`src/rtl/exception_ctrl_pkg.sv`:
```
// Shared definitions for the exception controller: cause width, cause codes and FSM encoding.
package exception_ctrl_pkg;

   localparam int unsigned ExceptionCauseWidth = 6;

   localparam logic [ExceptionCauseWidth-1:0] EXCEPTION_INT = 6'h00;
   localparam logic [ExceptionCauseWidth-1:0] EXCEPTION_ALE = 6'h09;
   localparam logic [ExceptionCauseWidth-1:0] EXCEPTION_SYS = 6'h0B;
   localparam logic [ExceptionCauseWidth-1:0] EXCEPTION_BRK = 6'h0C;
   localparam logic [ExceptionCauseWidth-1:0] EXCEPTION_INE = 6'h0D;

   typedef enum logic [1:0] {
      StIdle     = 2'd0,
      StFlush    = 2'd1,
      StRedirect = 2'd2
   } exc_state_e;

endpackage

```
`src/rtl/exception_ctrl_arbiter.sv`:
```
// Interrupt detection and commit-event priority selection (interrupt > exception > ertn).
// Interrupts are compiled in only when EXC_CTRL_INT_EN is defined.
module exc_arbiter (
   input  logic        commit_valid_i,
   input  logic        exc_valid_i,
   input  logic        is_ertn_i,
   input  logic [11:0] ecfg_lie_i,
   input  logic [11:0] estat_is_i,
   input  logic        crmd_ie_i,
   output logic        int_pending_o,
   output logic        take_int_o,
   output logic        take_exc_o,
   output logic        take_ertn_o
);

`ifdef EXC_CTRL_INT_EN
   assign int_pending_o = crmd_ie_i & (|(ecfg_lie_i & estat_is_i));
`else
   logic unused_int;
   assign unused_int    = crmd_ie_i ^ (^ecfg_lie_i) ^ (^estat_is_i);
   assign int_pending_o = 1'b0;
`endif

   assign take_int_o  = commit_valid_i & int_pending_o;
   assign take_exc_o  = commit_valid_i & ~int_pending_o & exc_valid_i;
   assign take_ertn_o = commit_valid_i & ~int_pending_o & ~exc_valid_i & is_ertn_i;

endmodule

```
`src/rtl/exception_ctrl.sv`:
```
// Commit-stage exception controller: IDLE -> FLUSH -> REDIRECT event sequencing.
// Interrupt support is enabled by defining EXC_CTRL_INT_EN.
module exception_ctrl
   import exception_ctrl_pkg::*;
(
   input  logic                           clk,
   input  logic                           rst,
   input  logic                           commit_valid,
   output logic                           commit_ready,
   input  logic [31:0]                    commit_pc,
   input  logic                           commit_exc_valid,
   input  logic [ExceptionCauseWidth-1:0] commit_exc_cause,
   input  logic [31:0]                    commit_exc_addr,
   input  logic                           commit_is_ertn,
   input  logic                           commit_is_syscall_break,
   input  logic [31:0]                    eentry_va,
   input  logic [31:0]                    era_pc,
   input  logic [11:0]                    ecfg_lie,
   input  logic [11:0]                    estat_is,
   input  logic                           crmd_ie,
   output logic                           is_exception,
   output logic [ExceptionCauseWidth-1:0] exception_cause,
   output logic [31:0]                    exception_pc,
   output logic [31:0]                    exception_addr,
   output logic                           is_ertn,
   output logic                           is_syscall_break,
   output logic                           flush,
   output logic                           redirect_valid,
   output logic [31:0]                    redirect_pc,
   input  logic                           redirect_ready
);

   exc_state_e                     state_q;
   logic                           commit_ready_q;
   logic                           is_exception_q;
   logic [ExceptionCauseWidth-1:0] exception_cause_q;
   logic [31:0]                    exception_pc_q;
   logic [31:0]                    exception_addr_q;
   logic                           is_ertn_q;
   logic                           is_syscall_break_q;
   logic                           flush_q;
   logic                           redirect_valid_q;
   logic [31:0]                    redirect_pc_q;

   logic int_pending, take_int, take_exc, take_ertn;

   exc_arbiter u_arbiter (
      .commit_valid_i (commit_valid),
      .exc_valid_i    (commit_exc_valid),
      .is_ertn_i      (commit_is_ertn),
      .ecfg_lie_i     (ecfg_lie),
      .estat_is_i     (estat_is),
      .crmd_ie_i      (crmd_ie),
      .int_pending_o  (int_pending),
      .take_int_o     (take_int),
      .take_exc_o     (take_exc),
      .take_ertn_o    (take_ertn)
   );

   always_ff @(posedge clk or posedge rst) begin
      if (rst) begin
         state_q            <= StIdle;
         commit_ready_q     <= 1'b1;
         is_exception_q     <= 1'b0;
         exception_cause_q  <= '0;
         exception_pc_q     <= '0;
         exception_addr_q   <= '0;
         is_ertn_q          <= 1'b0;
         is_syscall_break_q <= 1'b0;
         flush_q            <= 1'b0;
         redirect_valid_q   <= 1'b0;
         redirect_pc_q      <= '0;
      end else begin
         unique case (state_q)
            StIdle: begin
               if (take_int || take_exc || take_ertn) begin
                  state_q            <= StFlush;
                  commit_ready_q     <= 1'b0;
                  flush_q            <= 1'b1;
                  is_exception_q     <= take_int | take_exc;
                  is_ertn_q          <= take_ertn;
                  exception_cause_q  <= take_int ? EXCEPTION_INT :
                                        take_exc ? commit_exc_cause : '0;
                  exception_pc_q     <= (take_int || take_exc) ? commit_pc : '0;
                  exception_addr_q   <= take_exc ? commit_exc_addr : '0;
                  is_syscall_break_q <= take_exc & commit_is_syscall_break;
                  redirect_pc_q      <= take_ertn ? era_pc : eentry_va;
               end
            end
            StFlush: begin
               // Report is a one-cycle pulse; clear it so idle outputs read as zero.
               state_q            <= StRedirect;
               flush_q            <= 1'b0;
               is_exception_q     <= 1'b0;
               is_ertn_q          <= 1'b0;
               exception_cause_q  <= '0;
               exception_pc_q     <= '0;
               exception_addr_q   <= '0;
               is_syscall_break_q <= 1'b0;
               redirect_valid_q   <= 1'b1;
            end
            StRedirect: begin
               if (redirect_ready) begin
                  state_q          <= StIdle;
                  commit_ready_q   <= 1'b1;
                  redirect_valid_q <= 1'b0;
                  redirect_pc_q    <= '0;
               end
            end
            default: state_q <= StIdle;
         endcase
      end
   end

   assign commit_ready     = commit_ready_q;
   assign is_exception     = is_exception_q;
   assign exception_cause  = exception_cause_q;
   assign exception_pc     = exception_pc_q;
   assign exception_addr   = exception_addr_q;
   assign is_ertn          = is_ertn_q;
   assign is_syscall_break = is_syscall_break_q;
   assign flush            = flush_q;
   assign redirect_valid   = redirect_valid_q;
   assign redirect_pc      = redirect_pc_q;

endmodule

```
`config.mk`:
```
export PLATFORM = sky130hd
export DESIGN_NAME = exception_ctrl
export DESIGN_NICKNAME = d
export VERILOG_FILES = /design/src/rtl/exception_ctrl_pkg.sv /design/src/rtl/exception_ctrl_arbiter.sv /design/src/rtl/exception_ctrl.sv
export SDC_FILE = /design/constraint.sdc
export NUM_CORES = 1
export LEC_CHECK = 0
export CORE_MARGIN = 2
export CORE_UTILIZATION = 40
export CTS_CLUSTER_SIZE = 16
export DETAILED_ROUTE_END_ITERATION = 8
export GPL_ROUTABILITY_DRIVEN = 0
export GPL_TIMING_DRIVEN = 0
export PLACE_DENSITY = 0.86
export SLEW_MARGIN = 0
export SYNTH_ARGS = -nofsm -noshare
export SYNTH_HDL_FRONTEND = slang
export SYNTH_SLANG_ARGS = --single-unit
```
`constraint.sdc`:
```
create_clock -name clk -period 8 [get_ports clk]
set_input_delay 0.8 -clock clk [delete_from_list [all_inputs] [get_ports clk]]
set_output_delay 0.8 -clock clk [all_outputs]
set_load 0.02 [all_outputs]
```
# After elaboration in Yosys (flattened, before gate mapping)
# Index checks and enable logic that the tools add are counted.
[op_classes] bitwise_logic=5 n_reduce_logical=9 muxes=29 eq_ne=4
[op_table] operator="$mux 32" count=7
[op_table] operator="$pmux 32 s2" count=3
[op_table] operator="$mux 6" count=2
[op_table] operator="$pmux 1 s2" count=6
[op_table] operator="$pmux 6 s2" count=1
[op_table] operator="$mux 1" count=7
[op_table] operator="$pmux 2 s3" count=1
[op_table] operator="$reduce_and 2->1" count=3
[op_table] operator="$reduce_bool 2->1" count=3
[op_table] operator="$and 1x1->1" count=4
[op_table] operator="$mux 2" count=2
[op_table] operator="$ne 2x2->1 const B" count=2
[op_table] operator="$reduce_and 3->1" count=1
[op_table] operator="$eq 2x1->1 const B" count=1
[op_table] operator="$eq 2x2->1 const B" count=1
[op_table] operator="$logic_not 2->1" count=1
[op_table] operator="$logic_or 1x1->1" count=1
[op_table] operator="$not 1->1" count=1
[word_totals] register_bits=110 output_inout_bits=108 elab_cells=58

# Longest topological paths before layout
# Gate-level depths: netlist of run 1.
[logic_depth] ltp_word=6 ltp_mapped=6 ltp_nobuf=4

# Hierarchy
# A second synthesis of run 1 with hierarchy kept.
[hier_totals] cells_unflattened=343 area_unflattened_um2=4525.6
[modules_own_cells] module="exception_ctrl" cells_per_inst=338 seq_area_each_um2=2753.9 area_each_um2=4490.6 n_inst=1
[modules_own_cells] module="exc_arbiter" cells_per_inst=5 seq_area_each_um2=0.0 area_each_um2=35.0 n_inst=1

# Least setup slack after synthesis of run 1
# Ideal clock, no wire load.
[synth_timing] kind="input to register" startpoint="input commit_exc_valid" endpoint="register exception_addr_q[10], in the netlist exception_addr[10]" arrival_ps=1509 path_slack_ps=6370 cell_stages=5 setup_time_ps=121 t_required_ps=7879 cell_sequence="o21ai_2 > a21o_1 > buf_6 > buf_6 > a22o_1"
[synth_between] elab_chain_cells=6 word_cells_on_any_way=10
[synth_lines] element="from (decl)" line_no="exception_ctrl.sv:11" rtl="input logic commit_exc_valid,"
[synth_lines] element="$not 1->1" line_no="exception_ctrl_arbiter.sv:26" rtl="assign take_ertn_o = commit_valid_i & ~int_pending_o & ~exc_valid_i & is_ertn_i;"
[synth_lines] element="$and 1x1->1 (2 in a row)" line_no="exception_ctrl_arbiter.sv:26"
[synth_lines] element="$logic_or 1x1->1" line_no="exception_ctrl.sv:76" rtl="if (take_int || take_exc || take_ertn) begin"
[synth_lines] element="$ne 2x2->1 (no source line)"
[synth_lines] element="$reduce_and 2->1 (no source line)"
[synth_lines] element="to (signal assigned)" line_no="exception_ctrl.sv:85" rtl="exception_addr_q <= take_exc ? commit_exc_addr : '0;"
[synth_lines] element="to (decl)" line_no="exception_ctrl.sv:38" rtl="logic [31:0] exception_addr_q;"
# Parallel ways exist; a longest one is shown, timed or not. The select of a mux whose other input is x is not followed.
# A chain may end at the register's enable or synchronous reset.

# Worst setup path in the final report of run 1
[layout_timing] startpoint="register commit_ready_q, in the netlist commit_ready" endpoint="output commit_ready"
[layout_lines] element="from (decl)" line_no="exception_ctrl.sv:34" rtl="logic commit_ready_q;"
[layout_lines] element="from (signal assigned)" line_no="exception_ctrl.sv:63" rtl="commit_ready_q <= 1'b1;"
[layout_lines] element="from (signal assigned)" line_no="exception_ctrl.sv:78" rtl="commit_ready_q <= 1'b0;"
[layout_lines] element="from (signal assigned)" line_no="exception_ctrl.sv:105" rtl="commit_ready_q <= 1'b1;"
[layout_lines] element="to (decl)" line_no="exception_ctrl.sv:9" rtl="output logic commit_ready,"
# No word-level cell between the ends.

==> results of run 1 <==
cells by family after synthesis:
family / share of synthesized area
DFF: 0.629
muxes: 0.0732
buffers and inverters: 0.0589
AOI/OAI and AO/OA: 0.224
and+or+nand+nor: 0.0143
metrics by stage:
step / hold slack [ps] / power, W / cell area [um^2] / worst slack, ps
after floorplan: 511 / 0.00124 / 4380 / 4300
after global placement: 465 / 0.00168 / 7030 / 2920
after detailed placement: 473 / 0.00171 / 7060 / 5580
after CTS: 490 / 0.00208 / 7290 / 5660
after global routing: 512 / 0.00215 / 7290 / 5620
final: 488 / 0.00206 / 7290 / 5680
report_power, final:
part           internal [W]  switching (W)  leakage (nW)
Clock              0.000184       0.000182         0.108
Combinational      0.000464       0.000423          1.78
Sequential         0.000712      0.0000955          1.43
path summary, 6_finish.rpt:
check                              from              end  slack (ps)
setup / recovery           commit_ready     commit_ready        5680
hold / removal             commit_ready     commit_ready         490
setup reg to reg             state_q[1]  redirect_pc[12]        6490
hold reg to reg            commit_ready     commit_ready         490
max in group asynchronous           rst     commit_ready        6330
min in group asynchronous           rst  redirect_pc[13]         900
layout make-up:
cell class                 count  area share
tap                          140      0.0240
multi-input combinational    160       0.187
clock inverter                 6      0.0117
clock buffer                  10      0.0189
sequential                   110       0.378
timing repair buffer         249       0.344
buffer                        27      0.0333
inverter                       4     0.00240
state kept, by name, indices dropped and copies added, names as in the netlist:
register,flops
exception_pc,32
redirect_valid,1
state_q,2
is_exception,1
commit_ready,1
is_ertn,1
is_syscall_break,1
exception_addr,32
flush,1
exception_cause,6
redirect_pc,32
synthesized netlist by cell type, drive strengths merged:
library cell,instances
o21a,1
dfstp,1
a21boi,1
dfrtp,109
o211ai,1
nor2b,1
a21oi,1
nand2,4
and3,1
nand2b,1
inv,4
o2bb2ai,32
nand3b,1
mux2i,32
a22o,71
nor2,4
a21o,2
and2,1
buf,27
o21ai,6
per-layer routing:
metal	vias to the layer above	track usage	part of all wire
met5	-	0	0
met3	17	0.0717	0.096
met4	0	0.0714	0.019
met1	1814	0.240	0.37
met2	167	0.388	0.51
li1	1664	-	-
==> flow_metrics.py, run 1 <==
metrics = {
    "placement": {
        "place_inst": 690,
        "io_buffers": 248,
        "hpwlAfterDp_mm": 10.2,
    },
    "status": {
        "outcome": "finished clean",
    },
    "logic_synthesis": {
        "synth_cells": 301,
        "avgSynthCellArea_um2": 14.5,
        "synth.top_cells.by_area": "dfrtp_1 62%, a22o_1 14%, mux2i_1 7.3%",
        "synth-seq-cells": 110,
        "syn_nets": 467,
        "yosys_warnings": 0,
        "synth_cell_type_count": 24,
        "yosysTopAreaCell": "dfrtp_1",
        "seq_area_frac_synth": 0.629,
        "synth_top_area_share": 0.623,
        "netlist_area_um2": 4380,
    },
    "clock_tree": {
        "root_buffer": "clkbuf_8",
        "postCtsSetupBuffers": 0,
        "cts_num_sinks": 110,
        "cts-resized-gates": 0,
        "insertion_delay_ps": 350,
        "htree_num_levels": 3,
        "cts_tree": "done",
        "cts_buffer_depth": 2,
        "path_clk_slew_ps": 100,
        "cts_buffers": 9,
        "hold_buffers": 0,
    },
    "power": {
        "vdd_drop_max_v": 0.000142,
        "p_leak_nw": 3.32,
        "powerDensity_nw_per_um2": 283,
    },
    "drt": {
        "num_vias": 3662,
        "drc": 0,
        "firstDrtPassIters": 5,
        "drt_wl_total_mm": 13.1,
        "antenna_left": 0,
        "first_iter_violations": 163,
        "via_per_inst": 5.19,
        "routedWlPerCell_um": 18.5,
    },
    "job": {
        "cap_viol_max_count": 0,
    },
    "layout": {
        "final_layout_size_suffix_gt1_frac": 0.0866,
        "fin_util": 0.678,
        "final_cell_mix": "248 x clkdlybuf4s50_1, 109 x dfrtp_1, 71 x a22o_1, 32 x mux2i_1, 32 x o2bb2ai_1",
        "area_growth_syn_to_layout_pct": 66.5,
        "fill_cells": 818,
        "final_common_cell": "clkdlybuf4s50_1",
        "fin_nets": 727,
        "multi_input_area_um2": 1370,
        "fin_cells": 706,
        "seq_area_um2": 2750,
        "diodes": 0,
    },
    "global_routing": {
        "overflow": 0,
        "grt_max_degree": 57,
        "grt_antenna_before_repair": 0,
        "grt_pass1_wl_mm": 19.5,
        "grt_pass1_vias": 3763,
        "grt_usage": 0.216,
    },
    "floorplanning": {
        "die_w_um": 109,
        "coreArea_um2": 10700,
        "dieArea_um2": 11800,
        "initial_core_util": 0.407,
        "num_io_pins": 274,
        "rows": 38,
        "fp.dieH_um": 109,
    },
    "worst_setup_path": {
        "end_kind": "output pin",
        "cp_num_buf_inv": 1,
        "cp-start-kind": "flop",
        "cp_top_family": "buffers and inverters",
        "worstRegToRegCells": 5,
        "cp_num_cells": 1,
        "crit_slowest_cell": "clkdlybuf4s50_1",
        "crit_type": "reg2out",
        "arrival_ps": 1520,
        "path_cells": "clkdlybuf4s50_1",
        "crit_required_ps": 7200,
        "path_max_fanout": 3,
        "cpPeakStageDelay_ps": 620,
    },
    "timing": {
        "drv_slew": 0,
        "slew_headroom": 0.524,
        "finalCriticalPeriod_ps": 2320,
        "tightestPinTransition_ps": 714,
        "rsz0062_at_grt": "false",
        "clock_skew_ps": 4.05,
        "tns_ps": 0,
        "final-setup-viol-count": 0,
        "fmax_mhz": 431,
        "fin_crit_sh": 0.290,
        "hold_viol_final": 0,
    },
    "min_path": {
        "holdPathStages": 2,
        "min_path_type": "reg2reg",
    },
}
Power figures use the tool's default switching activity.
==> inputs of run 2 (changes only) <==
--- a/config.mk
+++ b/config.mk
@@ -6,12 +6,12 @@
 export NUM_CORES = 1
 export LEC_CHECK = 0
 export CORE_MARGIN = 2
-export CORE_UTILIZATION = 40
+export CORE_UTILIZATION = 33
 export CTS_CLUSTER_SIZE = 16
 export DETAILED_ROUTE_END_ITERATION = 8
 export GPL_ROUTABILITY_DRIVEN = 0
 export GPL_TIMING_DRIVEN = 0
-export PLACE_DENSITY = 0.86
+export PLACE_DENSITY = 0.76
 export SLEW_MARGIN = 0
 export SYNTH_ARGS = -nofsm -noshare
 export SYNTH_HDL_FRONTEND = slang
==> constraint.sdc (replaced) <==
create_clock -name clk -period 1.97 [get_ports clk]
set_input_delay 0.197 -clock clk [delete_from_list [all_inputs] [get_ports clk]]
set_output_delay 0.197 -clock clk [all_outputs]
set_load 0.02 [all_outputs]
==> run 2 against run 1 <==
Effect of this change:
- sequential share of layout area fell by 0.81 points
- register-to-register slack got worse by 5900 ps
- worst setup slack got worse by 5400 ps
- die area is 20% higher
- worst hold slack lost 210 ps
- clock power rose to 5.3 times the previous value
==> flow_metrics.py, run 2 (synthesized netlist as in run 1, its figures left out) <==
metrics = {
    "worst_setup_path": {
        "path_max_fanout": 3,
        "crit_slowest_cell": "clkdlybuf4s50_1",
        "path_cells": "clkdlybuf4s50_1",
        "worstRegToRegCells": 5,
        "r2r-end": "redirect_pc[25]",
        "cp-start-kind": "flop",
        "cp_num_buf_inv": 1,
        "r2r_start": "state_q[1]",
        "cp_top_family": "buffers and inverters",
        "end_kind": "output pin",
        "arrival_ps": 1520,
        "crit_required_ps": 1770,
        "worstSetupStartpoint": "commit_ready",
        "crit_type": "reg2out",
        "cpPeakStageDelay_ps": 630,
        "cp_num_cells": 1,
        "reg2reg_slack_ps": 560,
    },
    "floorplanning": {
        "die_w_um": 119,
        "dieArea_um2": 14200,
        "coreArea_um2": 13100,
        "num_io_pins": 274,
        "initial_core_util": 0.334,
        "fp.dieH_um": 119,
        "rows": 42,
    },
    "layout": {
        "final_cell_mix": "248 x clkdlybuf4s50_1, 109 x dfrtp_1, 71 x a22o_1, 32 x mux2i_1, 32 x o2bb2ai_1",
        "fill_cells": 1052,
        "seq_area_um2": 2750,
        "area_growth_syn_to_layout_pct": 70.2,
        "fin_util": 0.569,
        "multi_input_area_um2": 1370,
        "final_layout_size_suffix_gt1_frac": 0.0882,
        "fin_nets": 728,
        "diodes": 0,
        "final_common_cell": "clkdlybuf4s50_1",
    },
    "placement": {
        "hpwlAfterDp_mm": 9.53,
        "io_buffers": 248,
    },
    "clock_tree": {
        "path_clk_slew_ps": 70,
        "htree_num_levels": 3,
        "cts_num_sinks": 110,
        "cts_buffer_depth": 2,
        "root_buffer": "clkbuf_16",
        "cts_buffers": 9,
        "postCtsSetupBuffers": 0,
        "hold_buffers": 0,
        "cts-resized-gates": 0,
        "insertion_delay_ps": 340,
        "cts_tree": "done",
    },
    "power": {
        "powerDensity_nw_per_um2": 1180,
        "p_leak_nw": 3.36,
        "vdd_drop_max_v": 0.000515,
        "finalPower_w": 0.00880,
    },
    "global_routing": {
        "grt_pass1_wl_mm": 20.1,
        "grt_usage": 0.179,
        "grt_max_degree": 45,
        "overflow": 0,
        "grt_pass1_vias": 3934,
        "grt_antenna_before_repair": 0,
    },
    "drt": {
        "firstDrtPassIters": 4,
        "first_iter_violations": 117,
        "num_vias": 3532,
        "drc": 0,
        "drt_wl_total_mm": 12.5,
        "via_per_inst": 4.75,
        "routedWlPerCell_um": 16.8,
        "antenna_left": 0,
    },
    "min_path": {
        "min_path_type": "in2async",
    },
    "timing": {
        "final-setup-viol-count": 0,
        "slew_headroom": 0.586,
        "clock_skew_ps": 6.79,
        "fmax_mhz": 581,
        "drv_slew": 0,
        "rsz0062_at_grt": "false",
        "tightestPinTransition_ps": 620,
        "fin_crit_sh": 0.874,
        "finalCriticalPeriod_ps": 1720,
        "hold_viol_final": 0,
    },
    "status": {
        "outcome": "finished clean",
    },
    "job": {
        "cap_viol_max_count": 0,
    },
}
## run 2: cell count changes in the layout (fill, tap and decap cells not counted)
cell | before | now
clkbuf_8 | 10 | 1
clkinvlp_4 | 2 | 3
inv_4 | 1 | 0
buf_16 | 1 | 0
clkbuf_16 | 0 | 9
buf_12 | 0 | 2
## run 2: worst reg2reg max path, delay by kind of cell (launching register included)
kind            cells  cell delay (ps)
flops               1              360
compound gates      2              400
simple gates        1              140
buf+inv             2              430
## run 2: metrics by stage
step                hold WS, ps  cell area [um^2]  instances  worst slack (ps)  setup TNS (ps)
floorplan                   330              4380        301               444               0
global placement            461              7080        725              -547          -58980
detailed placement          470              7120        727               222               0
CTS                         285              7450        743               233               0
global route                319              7450        743               202               0
finish                      278              7450        743               249               0
## run 2: worst max path at each step
stage	endpoint	slack [ps]
6_report	commit_ready	250
5_1_grt	commit_ready	200
4_1_cts	commit_ready	230
3_5_place_dp	redirect_pc[2]	220
3_3_place_gp	redirect_pc[28]	-550
2_1_floorplan	exception_addr[0]	440
## run 2: area by class of cell
class,count,share of cell area
Sequential cell,110,0.370
Timing Repair Buffer,250,0.339
Multi-Input combinational cell,160,0.183
Buffer,27,0.0326
Clock buffer,10,0.0321
Tap cell,176,0.0296
Clock inverter,6,0.0114
Inverter,4,0.00252
## run 2: per-layer routing
| layer | share of wire | track usage |
|---|---|---|
| met1 | 0.40 | 0.207 |
| met2 | 0.50 | 0.307 |
| met3 | 0.087 | 0.0603 |
| met4 | 0.016 | 0.0670 |
| met5 | 0 | 0 |
## run 2: where the power goes
| part | switching (W) | total, W | internal (W) |
|---|---|---|---|
| Clock | 0.000804 | 0.00195 | 0.00114 |
| Sequential | 0.000363 | 0.00326 | 0.00290 |
| Combinational | 0.00171 | 0.00359 | 0.00189 |
| Total | 0.00287 | 0.00880 | 0.00593 |
